## src/rtl/centrifugado_pkg.sv

```systemverilog
// Shared types and default constants for the spin-cycle controller.
// No logic here; imported by the controller.
package centrifugado_pkg;

   typedef enum logic [1:0] {
      IDLE  = 2'd0,
      RUN   = 2'd1,
      PAUSE = 2'd2,
      DONE  = 2'd3
   } state_e;

   localparam int STEP_S_DEF   = 30;
   localparam int TICK_DIV_DEF = 50_000_000;

endpackage

```

## src/rtl/boton_debounce.sv

```systemverilog
// Front-panel button: 2-flop sync, stable-time debounce, rising-edge pulse.
// Latency 2 + DEB_CYCLES cycles from raw edge to pulse; no backpressure.
module boton_debounce #(
   parameter int DEB_CYCLES = 500_000
) (
   input  logic clk_in,
   input  logic iEncender,
   input  logic iBoton,
   output logic oPulso
);

   localparam int CW = $clog2(DEB_CYCLES + 1);
   localparam logic [CW-1:0] CNT_LAST = CW'(DEB_CYCLES - 1);

   logic          sync1_q, sync1_d;
   logic          sync2_q, sync2_d;
   logic          deb_q,   deb_d;
   logic          pulse_q, pulse_d;
   logic [CW-1:0] cnt_q,   cnt_d;

   // Counter only runs while the synchronised level disagrees with the accepted one,
   // so any bounce back to the old level restarts the stable-time window.
   always_comb begin
      sync1_d = iBoton;
      sync2_d = sync1_q;
      deb_d   = deb_q;
      cnt_d   = '0;
      pulse_d = 1'b0;
      if (sync2_q != deb_q) begin
         if (cnt_q == CNT_LAST) begin
            deb_d   = sync2_q;
            pulse_d = sync2_q;
         end else begin
            cnt_d = cnt_q + CW'(1);
         end
      end
   end

   always_ff @(posedge clk_in or negedge iEncender) begin
      if (!iEncender) begin
         sync1_q <= 1'b0;
         sync2_q <= 1'b0;
         deb_q   <= 1'b0;
         pulse_q <= 1'b0;
         cnt_q   <= '0;
      end else begin
         sync1_q <= sync1_d;
         sync2_q <= sync2_d;
         deb_q   <= deb_d;
         pulse_q <= pulse_d;
         cnt_q   <= cnt_d;
      end
   end

   assign oPulso = pulse_q;

endmodule

```

## src/rtl/centrifugado_ctrl.sv

```systemverilog
// Spin-cycle controller: level select, countdown with pause, abort on mode drop.
// Start takes effect next cycle; 1 s ticks every TICK_DIV cycles; no backpressure.
module centrifugado_ctrl
   import centrifugado_pkg::*;
#(
   parameter int NUM_LEVELS = 4,
   parameter int STEP_S     = STEP_S_DEF,
   parameter int TICK_DIV   = TICK_DIV_DEF,
   parameter int DEB_CYCLES = 500_000,
   localparam int LW        = $clog2(NUM_LEVELS),
   localparam int SW        = $clog2(NUM_LEVELS * STEP_S + 1)
) (
   input  logic                  clk_in,
   input  logic                  iEncender,
   input  logic                  iBoton_TiempoCentri,
   input  logic                  iCentrifugarL,
   input  logic                  iStart,
   input  logic                  iPausa,
   output logic [NUM_LEVELS-1:0] oLed_Centri,
   output logic [LW-1:0]         oNivel,
   output logic [SW-1:0]         oSegundos,
   output logic                  oMotor,
   output logic                  oFin
);

   localparam int PW = $clog2(TICK_DIV + 1);
   localparam logic [PW-1:0] TICK_LAST  = PW'(TICK_DIV - 1);
   localparam logic [LW-1:0] LEVEL_LAST = LW'(NUM_LEVELS - 1);
   localparam logic [SW-1:0] STEP_W     = SW'(STEP_S);

   state_e        state_q, state_d;
   logic [LW-1:0] level_q, level_d;
   logic          sel_q,   sel_d;
   logic [SW-1:0] seg_q,   seg_d;
   logic [PW-1:0] pre_q,   pre_d;

   logic          press;
   logic          do_count;
   logic [SW-1:0] lvl_ext;
   logic [SW-1:0] seg_load;

   boton_debounce #(.DEB_CYCLES(DEB_CYCLES)) u_boton (
      .clk_in    (clk_in),
      .iEncender (iEncender),
      .iBoton    (iBoton_TiempoCentri),
      .oPulso    (press)
   );

   assign lvl_ext  = {{(SW-LW){1'b0}}, level_q};
   assign seg_load = (lvl_ext + SW'(1)) * STEP_W;

   always_comb begin
      state_d  = state_q;
      level_d  = level_q;
      sel_d    = sel_q;
      seg_d    = seg_q;
      pre_d    = pre_q;
      do_count = 1'b0;

      case (state_q)
         IDLE: begin
            if (iStart && sel_q) begin
               seg_d   = seg_load;
               pre_d   = '0;
               state_d = RUN;
            end else if (press) begin
               // The first press only lights the current level; later presses advance it.
               if (!sel_q)                 sel_d   = 1'b1;
               else if (level_q == LEVEL_LAST) level_d = '0;
               else                        level_d = level_q + LW'(1);
            end
         end
         RUN: begin
            if (iPausa) state_d = PAUSE;
            else        do_count = 1'b1;
         end
         PAUSE: begin
            // Resuming counts on the release edge so pause time adds exactly its length.
            if (!iPausa) begin
               state_d  = RUN;
               do_count = 1'b1;
            end
         end
         DONE: begin
            state_d = IDLE;
            seg_d   = '0;
         end
         default: state_d = IDLE;
      endcase

      if (do_count) begin
         if (pre_q == TICK_LAST) begin
            pre_d = '0;
            seg_d = seg_q - SW'(1);
            if (seg_q == SW'(1)) state_d = DONE;
         end else begin
            pre_d = pre_q + PW'(1);
         end
      end

      if (!iCentrifugarL) begin
         state_d = IDLE;
         level_d = '0;
         sel_d   = 1'b0;
         seg_d   = '0;
         pre_d   = '0;
      end
   end

   always_ff @(posedge clk_in or negedge iEncender) begin
      if (!iEncender) begin
         state_q <= IDLE;
         level_q <= '0;
         sel_q   <= 1'b0;
         seg_q   <= '0;
         pre_q   <= '0;
      end else begin
         state_q <= state_d;
         level_q <= level_d;
         sel_q   <= sel_d;
         seg_q   <= seg_d;
         pre_q   <= pre_d;
      end
   end

   assign oLed_Centri = sel_q ? (NUM_LEVELS'(1) << level_q) : '0;
   assign oNivel      = level_q;
   assign oSegundos   = seg_q;
   assign oMotor      = (state_q == RUN);
   assign oFin        = (state_q == DONE);

endmodule

```

## config.mk

```make
export PLATFORM = sky130hd
export DESIGN_NAME = centrifugado_ctrl
export DESIGN_NICKNAME = d
export VERILOG_FILES = /design/src/rtl/centrifugado_pkg.sv /design/src/rtl/boton_debounce.sv /design/src/rtl/centrifugado_ctrl.sv
export SDC_FILE = /design/constraint.sdc
export NUM_CORES = 1
export LEC_CHECK = 0
export CAP_MARGIN = 20
export CORE_ASPECT_RATIO = 2
export CORE_UTILIZATION = 62
export CTS_BUF_LIST = sky130_fd_sc_hd__clkbuf_4 sky130_fd_sc_hd__clkbuf_8
export DETAILED_ROUTE_END_ITERATION = 12
export MAX_ROUTING_LAYER = met4
export PLACE_DENSITY = 0.86
export SLEW_MARGIN = 20
export SYNTH_ARGS = -nofsm -noshare
export SYNTH_HDL_FRONTEND = slang
export SYNTH_SLANG_ARGS = --single-unit
```

## constraint.sdc

```tcl
create_clock -name clk_in -period 2.4 [get_ports clk_in]
set_clock_uncertainty 0.1 [all_clocks]
set_input_delay 0.72 -clock clk_in [delete_from_list [all_inputs] [get_ports clk_in]]
set_output_delay 0.72 -clock clk_in [all_outputs]
set_load 0.05 [all_outputs]
```

==> out/summary.txt <==
Status - finished, final reports clean
Worst skew pair latency - 350 ps
Routability Congestion - 0.905
Placed cell area - 0.00396 mm2
CP max stage delay - 470 ps
Hold Crit Class - input pin to async pin
Clk slew on worst S/H paths - 70 ps
Worst Setup End Kind - output port
H-tree depth - 3
Via/cell ratio - 6.18
CP arrival - 1490 ps
DR DRC count - 0
RSZ-0062 raised after global routing - no
Warnings, synthesis - 0
CTS root buf - clkbuf_8
Post-route ant nets - 0
Fin. max-slew vios - 0
Post-DP HPWL - 6030 um
Area Growth Syn to Fin - 20.6%
EDFF count, synth - 0
Total wire length - 8180 um
Achievable Freq - 433 MHz
CTS tree - built
Cells after Synth - 374
CP Launch Type - register
CTS sink cnt - 61
Most common cell in the netlist - dfrtp_1
Final instance area - 0.00419 mm2
Number of placement rows - 38
Slew Limit Headroom - 0.657
Leading area contributor after synthesis - dfrtp_1
Initial antenna violation count - 0
First-pass GRT wire length - 13,100 um
Synth Area per Inst - 9.30 um2
Post-synthesis cell type count - 50
Period utilization - 0.961
Pleak - 1.87 nW
Die span in x - 55.0 um
Post-CTS setup buffer count - 0
IO Port Bufs - 20
Worst R2R Path Depth - 6
Seq/Total Area, Yosys - 0.439
Commonest cells in the netlist - 61 x dfrtp_1, 50 x nor2_1, 33 x nand2_1, 23 x xor2_1, 18 x nand3_1
Pwr/cell area - 509 mW/mm2
Crit path required time - 1580 ps
CTS buffer count - 9
Share of the synthesized area in the top cell type - 0.439
Starting density of the core - 0.642
Clk buf depth - 2
DR vias - 3,027
Nets - 444
All-Layer GR Usage - 0.321
Routed len/inst - 16.7 um
Number of hold violations in the final report - 0
Final core utilization - 0.774
Drt first pass iters - 4
Commonest register cell after synthesis - dfrtp_1
Post-synthesis instance area - 0.00348 mm2
GRT overflow - 0
Worst path cell trace - inv_1, ha_2, and2_1, buf_12
MaxCap Viol Count - 0
DRT iter0 DRCs - 133
Synth Register Bits - 61
Die ar. - 0.00593 mm2
Layout cell share with drive strength beyond 1 - 0.170
Diodes inserted - 0
DIE HEIGHT - 108 um
Synth async-reset ratio - 1.00
I/O pin total - 21
Net Count, Synth - 393
Worst vdd ir - 540 uV
Min cycle time layout - 2310 ps
Final setup violating endpoints - 0
Worst-margin pin slew - 511 ps
Critical path class - register to output port
Core Area - 0.00542 mm2
WHS - 164 ps
Largest net degree at the start of global routing - 36
Synth area leaders - dfrtp_1 44%, xor2_1 5.8%, nor2_1 5.4%, ha_1 4.7%, nand2_1 3.6%
Crit-path slowest cell - dfrtp_2
Vias in the first global route - 2,975
CP Max Fanout - 8
-- worst paths after layout --
check,startpoint,endpoint,slack [ps]
min,iEncender,u_boton.cnt_q[4],160
max in group asynchronous,iEncender,oSegundos[0],1530
min in group clk_in,u_boton.sync1_q,u_boton.sync2_q,250
max reg2reg,state_q[0],oSegundos[0],210
max,oNivel[0],oLed_Centri[2],90
min reg2reg,u_boton.sync1_q,u_boton.sync2_q,250
-- layout make-up --
class / instances / area (um2)
multi-input cells: 287 / 1840
clock buffers: 10 / 138
flip-flops and latches: 61 / 1530
fillers: 361 / 1230
inverters: 17 / 63.8
repair buffers: 49 / 468
well taps: 60 / 75.1
clock inverters: 6 / 86.3
-- where the power goes --
part	switching [mW]	total, mW	internal, mW
clock network	0.408	1.02	0.610
registers	0.00438	1.04	1.03
logic	0.0485	0.0765	0.0280
total	0.461	2.13	1.67
-- critical path, delay by kind of cell, from the launching register on --
family        cells  cell delay [ps]
buf+inv           2              270
flops             1              470
fa+ha+maj         1              220
simple gates      1              170
-- cell usage in the layout (no fill, tap or decap), types with 3 or more instances in the layout --
cell              n
dfrtp_1          60
nor2_1           49
nand2_1          33
buf_4            33
xor2_1           23
nand3_1          18
inv_1            17
nand4_1          17
a21oi_1          16
o21ai_0          12
ha_1             12
nor3_1           11
a31oi_1          10
clkbuf_8         10
xnor2_1           9
o21a_1            7
buf_12            7
nand2b_1          6
and3_1            6
or3_1             6
and2_1            6
nor4b_1           4
clkdlybuf4s50_1   4
dlygate4sd2_1     4
nor4_1            3
and4_1            3
mux2i_1           3
-- what timing repair did --
item / CTS / global route
setup endpoints to repair: 5 / 4
pin swaps: 0 / 0
hold buffers: 0 / 0
resized for setup: 5 / 3
gates cloned: 0 / 0
-- per-layer routing --
metal,part of all wire,vias to the layer above,global-route usage
li1,-,1420,-
met1,0.37,1502,0.302
met2,0.56,74,0.562
met3,0.032,31,0.0537
met4,0.038,0,0.196
met5,0,-,-
-- state kept, by name, summed over array words and instances, names as in the netlist --
| register | cells |
|---|---|
| oSegundos | 7 |
| u_boton.cnt_q | 19 |
| u_boton.oPulso | 1 |
| sel_q | 1 |
| u_boton.sync2_q | 1 |
| state_q | 2 |
| pre_q | 26 |
| oNivel | 2 |
| u_boton.sync1_q | 1 |
| u_boton.deb_q | 1 |
-- through the flow --
| step | total power, mW | setup WS, ps | instances | setup TNS [ps] |
|---|---|---|---|---|
| floorplan | 1.08 | 135 | 374 | 0 |
| global placement | 1.13 | -121 | 474 | -1060 |
| detailed placement | 1.13 | -127 | 474 | -1260 |
| CTS | 2.16 | 57.7 | 490 | 0 |
| global route | 2.20 | 13.4 | 490 | 0 |
| finish | 2.13 | 92.5 | 490 | 0 |
-- logic make-up after synthesis --
| kind of cell | Yosys count | synth area share |
|---|---|---|
| AO/OA/AOI/OAI | 59 | 0.109 |
| adder cells (fa/ha/maj) | 13 | 0.0468 |
| flip-flops | 61 | 0.439 |
| AND/OR/NAND/NOR | 178 | 0.272 |
| XOR/XNOR | 32 | 0.0806 |
| multiplexers | 5 | 0.0162 |
| buffers and inverters | 26 | 0.0360 |
Note: power is estimated with default switching activity, not from simulation.
==> variant, RTL diff (config.mk and constraints unchanged) <==
`DEB_CYCLES` is set to 500_000 in 2 places; all go to 250_000.
--- a/src/rtl/boton_debounce.sv
+++ b/src/rtl/boton_debounce.sv
@@ -3,3 +3,3 @@
 module boton_debounce #(
-   parameter int DEB_CYCLES = 500_000
+   parameter int DEB_CYCLES = 250_000
 ) (
--- a/src/rtl/centrifugado_ctrl.sv
+++ b/src/rtl/centrifugado_ctrl.sv
@@ -8,3 +8,3 @@
    parameter int TICK_DIV   = TICK_DIV_DEF,
-   parameter int DEB_CYCLES = 500_000,
+   parameter int DEB_CYCLES = 250_000,
    localparam int LW        = $clog2(NUM_LEVELS),
Function: no difference found for any inputs over 10 cycles, from zero or initial values; that may be too few to reach the edited logic, so the function may still have changed.
==> variant against the unedited design <==
Count of clock-buffer cells in the layout fell by 1. Routed wire length is 6.5% lower. Synthesized area is 1.0% lower. Die area fell by 0.98%. Non-clock buffer count is 15 lower. Maximum frequency increased by 0.73%. Design area shrank 2.2%. Critical endpoint unchanged. Sequential cell count is 1 lower. Worst setup slack better by 0.017 ns. Highest routed layer unchanged.
Power is not compared: it rests on default switching activity, and its combinational part moved more than twofold at a synthesized area within 25%.
==> variant: results (changes against the unedited design) <==
| Metric | Value |
|---|---|
| Outcome | `complete, no violations (unchanged)` |
| DR WL/cell | `16.6 microns (was 16.7 microns)` |
| Number of non-clock buffers | `34 (was 49)` |
| Compound-Gate Fraction of Synth Area | `0.139 (was 0.109)` |
| Reg2reg end | `oSegundos[0] (unchanged)` |
| M1 wire length | `2950 microns (was 3000 microns)` |
| Seq/Total Area, Yosys | `0.436 (was 0.439)` |
| Worst hold slack | `0.244 ns (was 0.164 ns)` |
| Vias in the first global route | `2889 (was 2975)` |
| CLK BUF | `9 (was 10)` |
| WL met2 | `4250 microns (was 4610 microns)` |
| Cells on worst reg2reg path | `8 (was 6)` |
| Data buffer area share | `0.0924 (was 0.112)` |
| Global-route usage over all layers | `0.303 (was 0.321)` |
| RePlAce Congestion | `0.823 (was 0.905)` |
| Post-Synth Adder-Cell Area | `0.0473 (was 0.0468)` |
| Leakage power | `0.00186 uW` |
| Critical path destination | `oLed_Centri[2] (unchanged)` |
| Cell taking the most area after synthesis | `dfrtp_1 (unchanged)` |
| Metal3 WL | `271 microns (was 258 microns)` |
| Largest Register | `pre_q (unchanged)` |
| Global-route wire length before repair | `12600 microns (was 13100 microns)` |
| FILL cells | `388 (was 361)` |
| Clock network area share | `0.0699 (was 0.0534)` |
| Initial DRC count | `116 (was 133)` |
| Hold Crit Class | `in -> async (unchanged)` |
| Post-synth cell types | `47 (was 50)` |
| Post-Synth XOR/XNOR Area | `0.0585 (was 0.0806)` |
| Post-placement cell area | `3810 sq um (was 3960 sq um)` |
| Mux cell area share after synthesis | `0.0225 (was 0.0162)` |
| Reg-to-Reg Start | `state_q[1] (was state_q[0])` |
| Global routing usage on met1 | `0.312 (was 0.302)` |
| Worst slew pin tran | `0.561 ns (was 0.511 ns)` |
| CP arrival | `1.47 ns (was 1.49 ns)` |
| Yosys warns | `0 (unchanged)` |
| Comb_multi_in | `280 (was 287)` |
| Multi-input logic area | `1820 sq um (was 1840 sq um)` |
| Clk root buf | `clkbuf_8 (unchanged)` |
| Share of cells above drive strength 1 | `0.145 (was 0.170)` |
| Synth area leaders | `dfrtp_1 44%, ha_1 4.7%, nor2_1 4.1% (was dfrtp_1 44%, xor2_1 5.8%, nor2_1 5.4%)` |
| GR Util met2 | `0.514 (was 0.562)` |
| # diodes | `0 (unchanged)` |
| Max FO, Critical Path | `8 (unchanged)` |
| GR Layer Usage met3 | `0.0664 (was 0.0537)` |
| Commonest cells in the synthesized netlist | `60 x dfrtp_1, 38 x nor2_1, 36 x nand2_1 (was 61 x dfrtp_1, 50 x nor2_1, 33 x nand2_1)` |
| Tap Cells | `60 (unchanged)` |
| Yosys reg bits | `60 (was 61)` |
| Largest net degree at the start of global routing | `45 (was 36)` |
| Max Used Layer | `met4 (unchanged)` |
| Mapped Nets | `386 (was 393)` |
| Inverters, non-clock | `11 (was 17)` |
| Reg clk slew, reported paths | `0.07 ns (about the same)` |
| DP HPWL | `5300 microns (was 6030 microns)` |
| Vias/cell | `6.27 (was 6.18)` |
| FF+latch area | `1500 sq um (was 1530 sq um)` |
| Nets | `415 (was 444)` |
==> variant: cell types whose count changed after synthesis, sizes merged, moves of 6 or more <==
cell   before  now
xor2       23   14
nor2       50   38
a31oi      10   19
or3         6    0
and3        6   14
nand4      17   11
inv        17   11
==> variant: metrics by stage <==
stage | instances | worst slack, ns | util | power [uW]
2_1_floorplan | 367 | 0.135 | - | 1150
3_3_place_gp | 445 | 0.0463 | 0.710 | 1220
3_5_place_dp | 445 | -0.000281 | 0.710 | 1220
4_1_cts | 461 | 0.00317 | 0.763 | 2530
5_1_grt | 461 | 0.0234 | 0.763 | 2580
6_report | 461 | 0.109 | 0.763 | 2520
==> variant: repair_timing <==
| action | CTS | global route |
|---|---|---|
| endpoints found under the hold margin | 0 | 0 |
| gates resized for setup | 3 | 2 |
| setup endpoints to repair | 3 | 2 |
| pin swaps | 0 | 0 |
| setup buffers | 0 | 0 |
==> variant: power breakdown <==
group | switching, uW | internal, uW
clock | 414 | 897
combinational | 105 | 66.3
sequential | 13.1 | 1020
total | 533 | 1990
